--- src/rtl/logic_unit_pkg.sv ---
// ----------------------------------------------------------------------------
// logic_unit_pkg
// Shared types and helpers for the logic-unit arbiter slice.
//   op_e     : 2-bit operation code (AND, OR, XOR, NOT a)
//   state_e  : arbiter sequencing states (IDLE -> EXEC -> RESP)
//   apply_op : single-bit evaluation of an op; the datapath replicates it
//              across the operand width, since every op is purely bitwise
// ----------------------------------------------------------------------------
package logic_unit_pkg;

   typedef enum logic [1:0] {
      OP_AND = 2'b00,
      OP_OR  = 2'b01,
      OP_XOR = 2'b10,
      OP_NOT = 2'b11
   } op_e;

   typedef enum logic [1:0] {
      S_IDLE = 2'd0,
      S_EXEC = 2'd1,
      S_RESP = 2'd2
   } state_e;

   // Every op works bit-by-bit, so a one-bit helper keeps the function
   // independent of the operand width chosen by each instance.
   function automatic logic apply_op(input op_e op, input logic a, input logic b);
      logic y;
      y = 1'b0;
      case (op)
         OP_AND: y = a & b;
         OP_OR:  y = a | b;
         OP_XOR: y = a ^ b;
         OP_NOT: y = ~a;
         default: y = 1'b0;
      endcase
      return y;
   endfunction

endpackage

--- src/rtl/bitwise_logic_unit.sv ---
// ----------------------------------------------------------------------------
// bitwise_logic_unit
// Purely combinational shared logic datapath.
// Ports:
//   op  in  op_e         operation select (AND, OR, XOR, NOT a)
//   a   in  WIDTH        operand a
//   b   in  WIDTH        operand b (no effect for NOT)
//   y   out WIDTH        result, exactly WIDTH bits, no carry or sign
// ----------------------------------------------------------------------------
module bitwise_logic_unit
   import logic_unit_pkg::*;
#(
   parameter int WIDTH = 4
) (
   input  op_e              op,
   input  logic [WIDTH-1:0] a,
   input  logic [WIDTH-1:0] b,
   output logic [WIDTH-1:0] y
);

   // One copy of the single-bit evaluator per result bit.
   for (genvar i = 0; i < WIDTH; i++) begin : g_bit
      assign y[i] = apply_op(op, a[i], b[i]);
   end

endmodule

--- src/rtl/logic_unit_arbiter.sv ---
// ----------------------------------------------------------------------------
// logic_unit_arbiter
// Shares one bitwise logic unit among N_REQ requesters with round-robin
// arbitration. Each operation is captured in IDLE, evaluated in EXEC and the
// registered result is held in RESP until the owner accepts it.
// Ports:
//   clk         in   1              rising-edge clock
//   rst_n       in   1              asynchronous active-low reset
//   req_valid   in   N_REQ          request pending per requester
//   req_ready   out  N_REQ          request accepted (one-hot or zero)
//   req_op      in   2*N_REQ        op per requester
//   req_a       in   WIDTH*N_REQ    operand a per requester
//   req_b       in   WIDTH*N_REQ    operand b per requester
//   resp_valid  out  N_REQ          result valid for the owner (one-hot/zero)
//   resp_ready  in   N_REQ          requester accepts result
//   resp_y      out  WIDTH          registered result, broadcast
//   grant_id    out  $clog2(N_REQ)  current owner, meaningful while busy
//   busy        out  1              unit owned (EXEC or RESP)
//   op_count    out  CNT_W          completed-response counter, wraps
// ----------------------------------------------------------------------------
module logic_unit_arbiter
   import logic_unit_pkg::*;
#(
   parameter int N_REQ = 4,
   parameter int WIDTH = 4,
   parameter int CNT_W = 16,
   localparam int IDW  = $clog2(N_REQ)
) (
   input  logic                   clk,
   input  logic                   rst_n,
   input  logic [N_REQ-1:0]       req_valid,
   output logic [N_REQ-1:0]       req_ready,
   input  logic [2*N_REQ-1:0]     req_op,
   input  logic [WIDTH*N_REQ-1:0] req_a,
   input  logic [WIDTH*N_REQ-1:0] req_b,
   output logic [N_REQ-1:0]       resp_valid,
   input  logic [N_REQ-1:0]       resp_ready,
   output logic [WIDTH-1:0]       resp_y,
   output logic [IDW-1:0]         grant_id,
   output logic                   busy,
   output logic [CNT_W-1:0]       op_count
);

   state_e           state;
   state_e           state_n;
   logic [IDW-1:0]   rr_ptr;
   logic [IDW-1:0]   win;
   logic             any_valid;
   logic             resp_hs;
   op_e              op_q;
   logic [WIDTH-1:0] a_q;
   logic [WIDTH-1:0] b_q;
   logic [WIDTH-1:0] unit_y;

   // Round-robin pick: duplicate the request vector and shift it so the slot
   // after the last owner lands at bit 0; the lowest set bit then wins.
   // ptr+1 wrapping to 0 for power-of-two N_REQ gives the same rotation as
   // shifting by N_REQ, so both cases line up.
   function automatic logic [IDW-1:0] rr_pick(input logic [N_REQ-1:0] valid,
                                              input logic [IDW-1:0]   ptr);
      logic [2*N_REQ-1:0] rot;
      logic [IDW-1:0]     pick;
      rot  = {valid, valid} >> (ptr + 1'b1);
      pick = '0;
      for (int j = N_REQ - 1; j >= 0; j--) begin
         if (rot[j]) begin
            pick = IDW'((int'(ptr) + 1 + j) % N_REQ);
         end
      end
      return pick;
   endfunction

   assign any_valid = |req_valid;
   assign win       = rr_pick(req_valid, rr_ptr);
   assign resp_hs   = (state == S_RESP) && resp_ready[grant_id];
   assign busy      = (state != S_IDLE);

   // The single shared datapath always sees the captured operands; its
   // output is only registered during EXEC.
   bitwise_logic_unit #(
      .WIDTH (WIDTH)
   ) u_unit (
      .op (op_q),
      .a  (a_q),
      .b  (b_q),
      .y  (unit_y)
   );

   // State register for the IDLE -> EXEC -> RESP sequence.
   always_ff @(posedge clk or negedge rst_n) begin
      if (!rst_n) begin
         state <= S_IDLE;
      end else begin
         state <= state_n;
      end
   end

   // Next-state and handshake outputs. req_ready is also gated by rst_n so
   // every output reads zero while reset is held, even with requests pending.
   always_comb begin
      state_n    = state;
      req_ready  = '0;
      resp_valid = '0;
      case (state)
         S_IDLE: begin
            if (rst_n && any_valid) begin
               req_ready[win] = 1'b1;
               state_n        = S_EXEC;
            end
         end
         S_EXEC: begin
            state_n = S_RESP;
         end
         S_RESP: begin
            resp_valid[grant_id] = 1'b1;
            if (resp_ready[grant_id]) begin
               state_n = S_IDLE;
            end
         end
         default: begin
            state_n = S_IDLE;
         end
      endcase
   end

   // Datapath registers: capture the winner's request on the IDLE handshake,
   // register the unit result in EXEC, and on the response handshake move the
   // round-robin pointer to the finished owner and count the completion.
   always_ff @(posedge clk or negedge rst_n) begin
      if (!rst_n) begin
         op_q     <= OP_AND;
         a_q      <= '0;
         b_q      <= '0;
         grant_id <= '0;
         resp_y   <= '0;
         rr_ptr   <= IDW'(N_REQ - 1);
         op_count <= '0;
      end else begin
         if (state == S_IDLE && any_valid) begin
            op_q     <= op_e'(req_op[win*2 +: 2]);
            a_q      <= req_a[win*WIDTH +: WIDTH];
            b_q      <= req_b[win*WIDTH +: WIDTH];
            grant_id <= win;
         end
         if (state == S_EXEC) begin
            resp_y <= unit_y;
         end
         if (resp_hs) begin
            rr_ptr   <= grant_id;
            op_count <= op_count + 1'b1;
         end
      end
   end

endmodule

--- config.mk ---
export PLATFORM = sky130hd
export DESIGN_NAME = logic_unit_arbiter
export DESIGN_NICKNAME = d
export VERILOG_FILES = /design/src/rtl/logic_unit_pkg.sv /design/src/rtl/bitwise_logic_unit.sv /design/src/rtl/logic_unit_arbiter.sv
export SDC_FILE = /design/constraint.sdc
export NUM_CORES = 1
export LEC_CHECK = 0
export CAP_MARGIN = 20
export CORE_AREA = 5 5 85 87
export DETAILED_ROUTE_END_ITERATION = 8
export DIE_AREA = 0 0 90 92
export SLEW_MARGIN = 20
export SYNTH_ARGS = -nofsm -noshare
export SYNTH_HDL_FRONTEND = slang
export SYNTH_SLANG_ARGS = --single-unit
--- constraint.sdc ---
create_clock -name clk -period 2.15 [get_ports clk]
set_input_delay 0.3225 -clock clk [delete_from_list [all_inputs] [get_ports clk]]
set_output_delay 0.3225 -clock clk [all_outputs]
set_load 0.01 [all_outputs]
==> out/qor.yml <==
power_and_ir_drop:
  clock_power_share_pct: 14.4
  combPwrFrac_pct: 51.2
  sw_frac_of_total_pct: 36.1
  power_leakage_nw: 1.37
  p_seq_share_pct: 34.4
  p_sw_mw: 1.24
  worst_ir_drop_vdd_v: 0.000611
  pwr_density_cell_nw_per_um2: 1060
  internal-power_mw: 2.19
final_layout:
  nFillCells: 594
  fin_area_um2: 3240
  final_cell_mix: "72 x clkdlybuf4s50_1, 34 x dfrtp_1, 20 x a211oi_1, 16 x nor2_1"
  final_common_cell: "clkdlybuf4s50_1"
  drive_gt1_share_pct: 18.8
  fin_nets: 356
  antenna_cells: 0
  syn_to_final_growth_pct: 49.9
grt:
  grt_pass1_vias: 1903
  antenna_found_initial: 0
  grt_pass1_wl_um: 8880
  grt_use_total_pct: 12.8
  grt_remaining_overflow: 0
  grt_max_degree: 37
cts:
  cts_tree: "yes"
  clock_sinks: 36
  path_clk_slew_ns: 0.07
  cts_max_level: 2
  numCtsBuffers: 5
  cts_buffer_depth: 2
  clk_latency_ns: 0.28
  cts_hold_buffers: 0
  root_buffer: "clkbuf_8"
floorplan:
  num_rows: 29
  core_um2: 6280
  io_pins: 81
  start_util_pct: 34.4
  chipHeight_um: 92
  die_area_um2: 8280
  die_width_um: 90
outcome:
  status: "finished, final reports clean"
placement:
  hpwlAfterDp_um: 4080
  dpl_worst_slack_ns: -0.382
  detailed_place.area_um2: 3090
  port_buffers: 80
  routabilityCongestion: 0.780
timing:
  worstMarginPinSlew_ns: 0.460
  finalHoldViolations: 0
  fin_skew_ns: 0.00533
  max_freq_ghz: 0.483
  fin_crit_sh_pct: 96.2
  slew-limit-headroom_pct: 69.4
  fin_ws_ns: 0.0808
  period_minus_slack_ns: 2.07
  finalSetupViolations: 0
  slew_violations: 0
routing:
  vias: 1848
  drtPass1Iterations: 4
  detailedRoute.firstIterationViolations: 24
  routed_wl_um: 5180
  ant_nets: 0
  viasPerCell: 4.93
  drc_errors: 0
  wl_per_cell_um: 13.8
setup_path:
  endpoint_kind: "output port"
  crit_path_start_kind: "flop"
  required_ns: 1.83
  critPathMaxFanout: 2
  criticalPathCategory: "flop to output port"
  critPathArrivalTime_ns: 1.75
synth:
  synthFlopType: "dfrtp_1"
  synthesis.nets: 262
  ys_async_sr_fraction_pct: 100
  netlist-cell-type-count: 39
  seq_area_frac_synth_pct: 41.8
  yosysTopAreaCell: "dfrtp_1"
  synth-seq-cells: 36
  syn_avg_cell_area_um2: 10.6
  synth-edff-count: 0
  synth_cells: 203
  yosysWarnings: 0
  netlist_top_cells_area: "dfrtp_1 39%, a211oi_1 6.9%, xnor2_1 5.7%, ha_1 5.2%, mux4_2 5.2%"
  synth_area_um2: 2160
  synth_top_area_share_pct: 39.4
min_path:
  hold_path_class: "input port to asynchronous set/reset pin"
flow_run:
  cap_violations: 0
==> layout make-up <==
type                    count  area (um^2)  share of cell area (%)
multi-input cells         147         1210                    37.5
inverters                  12         45.0                    1.39
well taps                  77         96.3                    2.98
repair buffers             95          888                    27.4
clock buffers               8         90.1                    2.78
flip-flops and latches     36          903                    27.9
==> through the flow <==
step	power, mW	TNS [ns]	utilization [%]	hold slack, ns	std cells
detailed placement	2.88	-2.91	49.2	0.458	365
floorplan	2.20	0	-	0.0269	203
finish	3.42	0	51.6	0.139	375
global route	3.69	-0.0340	51.6	0.195	375
CTS	3.39	0	50.5	0.146	373
global placement	2.82	-2.73	49.2	0.449	365
==> worst max-delay path, cell delays in order (launching register included) <==
cell,delay [ns]
dfstp_2,0.54
nand2b_4,0.12
nor2_1,0.05
or3_4,0.39
buf_4,0.15
nand2_2,0.06
nor2_1,0.04
buf_2,0.13
==> layer usage <==
metal / routed length, um / GRT usage, %
met1: 2390 / 16.0
met2: 2330 / 20.9
met3: 403 / 4.66
met4: 55 / 3.35
met5: 0 / 0
==> worst paths after layout <==
path,cells past startpoint,startpoint,slack (ns),endpoint
setup / recovery,7,rr_ptr[0],0.08,req_ready[1]
hold / removal,2,rst_n,0.14,op_count[4]
setup reg to reg,6,rr_ptr[1],0.19,a_q[3]
max in group asynchronous,2,rst_n,1.66,rr_ptr[0]
min in group clk,2,rst_n,0.41,state[0]
hold reg to reg,1,op_count[15],0.47,op_count[15]
==> cells by family after synthesis <==
group,after synthesis,synth area share (%)
flops,36,41.8
xor+xnor,15,6.08
buf+inv,20,4.86
fa+ha+maj,9,5.21
mux,23,14.0
simple gates,60,14.5
compound gates,40,13.6
==> timing repair <==
| item | CTS | global route |
|---|---|---|
| cloned | 0 | 0 |
| gates resized for setup | 21 | 13 |
| pin swaps | 1 | 3 |
| setup buffers | 0 | 2 |
| setup endpoints to repair | 4 | 11 |
==> cell usage after synthesis (2+ instances only) <==
master     n
dfrtp_1   34
a211oi_1  20
nor2_1    18
xnor2_1   14
inv_1     12
a21boi_0  11
mux2i_1   11
ha_1       9
nand2_1    9
mux2_2     7
nand2b_1   6
mux4_2     5
nand3_1    5
and2_1     3
and3_1     3
and4_1     3
clkbuf_1   3
nand4_1    3
a21oi_1    2
buf_2      2
dfstp_2    2
nor2b_1    2
nor3_1     2
o21ai_0    2
==> registers in the layout (all words and copies together), names as in the netlist <==
| signal | count |
|---|---|
| op_q | 2 |
| a_q | 4 |
| op_count | 16 |
| grant_id | 2 |
| state | 2 |
| rr_ptr | 2 |
| resp_y | 4 |
| b_q | 4 |
==> power groups by stage <==
stage,sequential (mW),combinational (mW),clock (mW)
6_report,1.18,1.75,0.492
5_1_grt,1.22,1.93,0.538
4_1_cts,1.18,1.69,0.517
3_5_place_dp,1.19,1.68,0
3_3_place_gp,1.18,1.64,0
2_1_floorplan,1.17,1.03,0
Note: power is estimated with default switching activity, not from simulation.
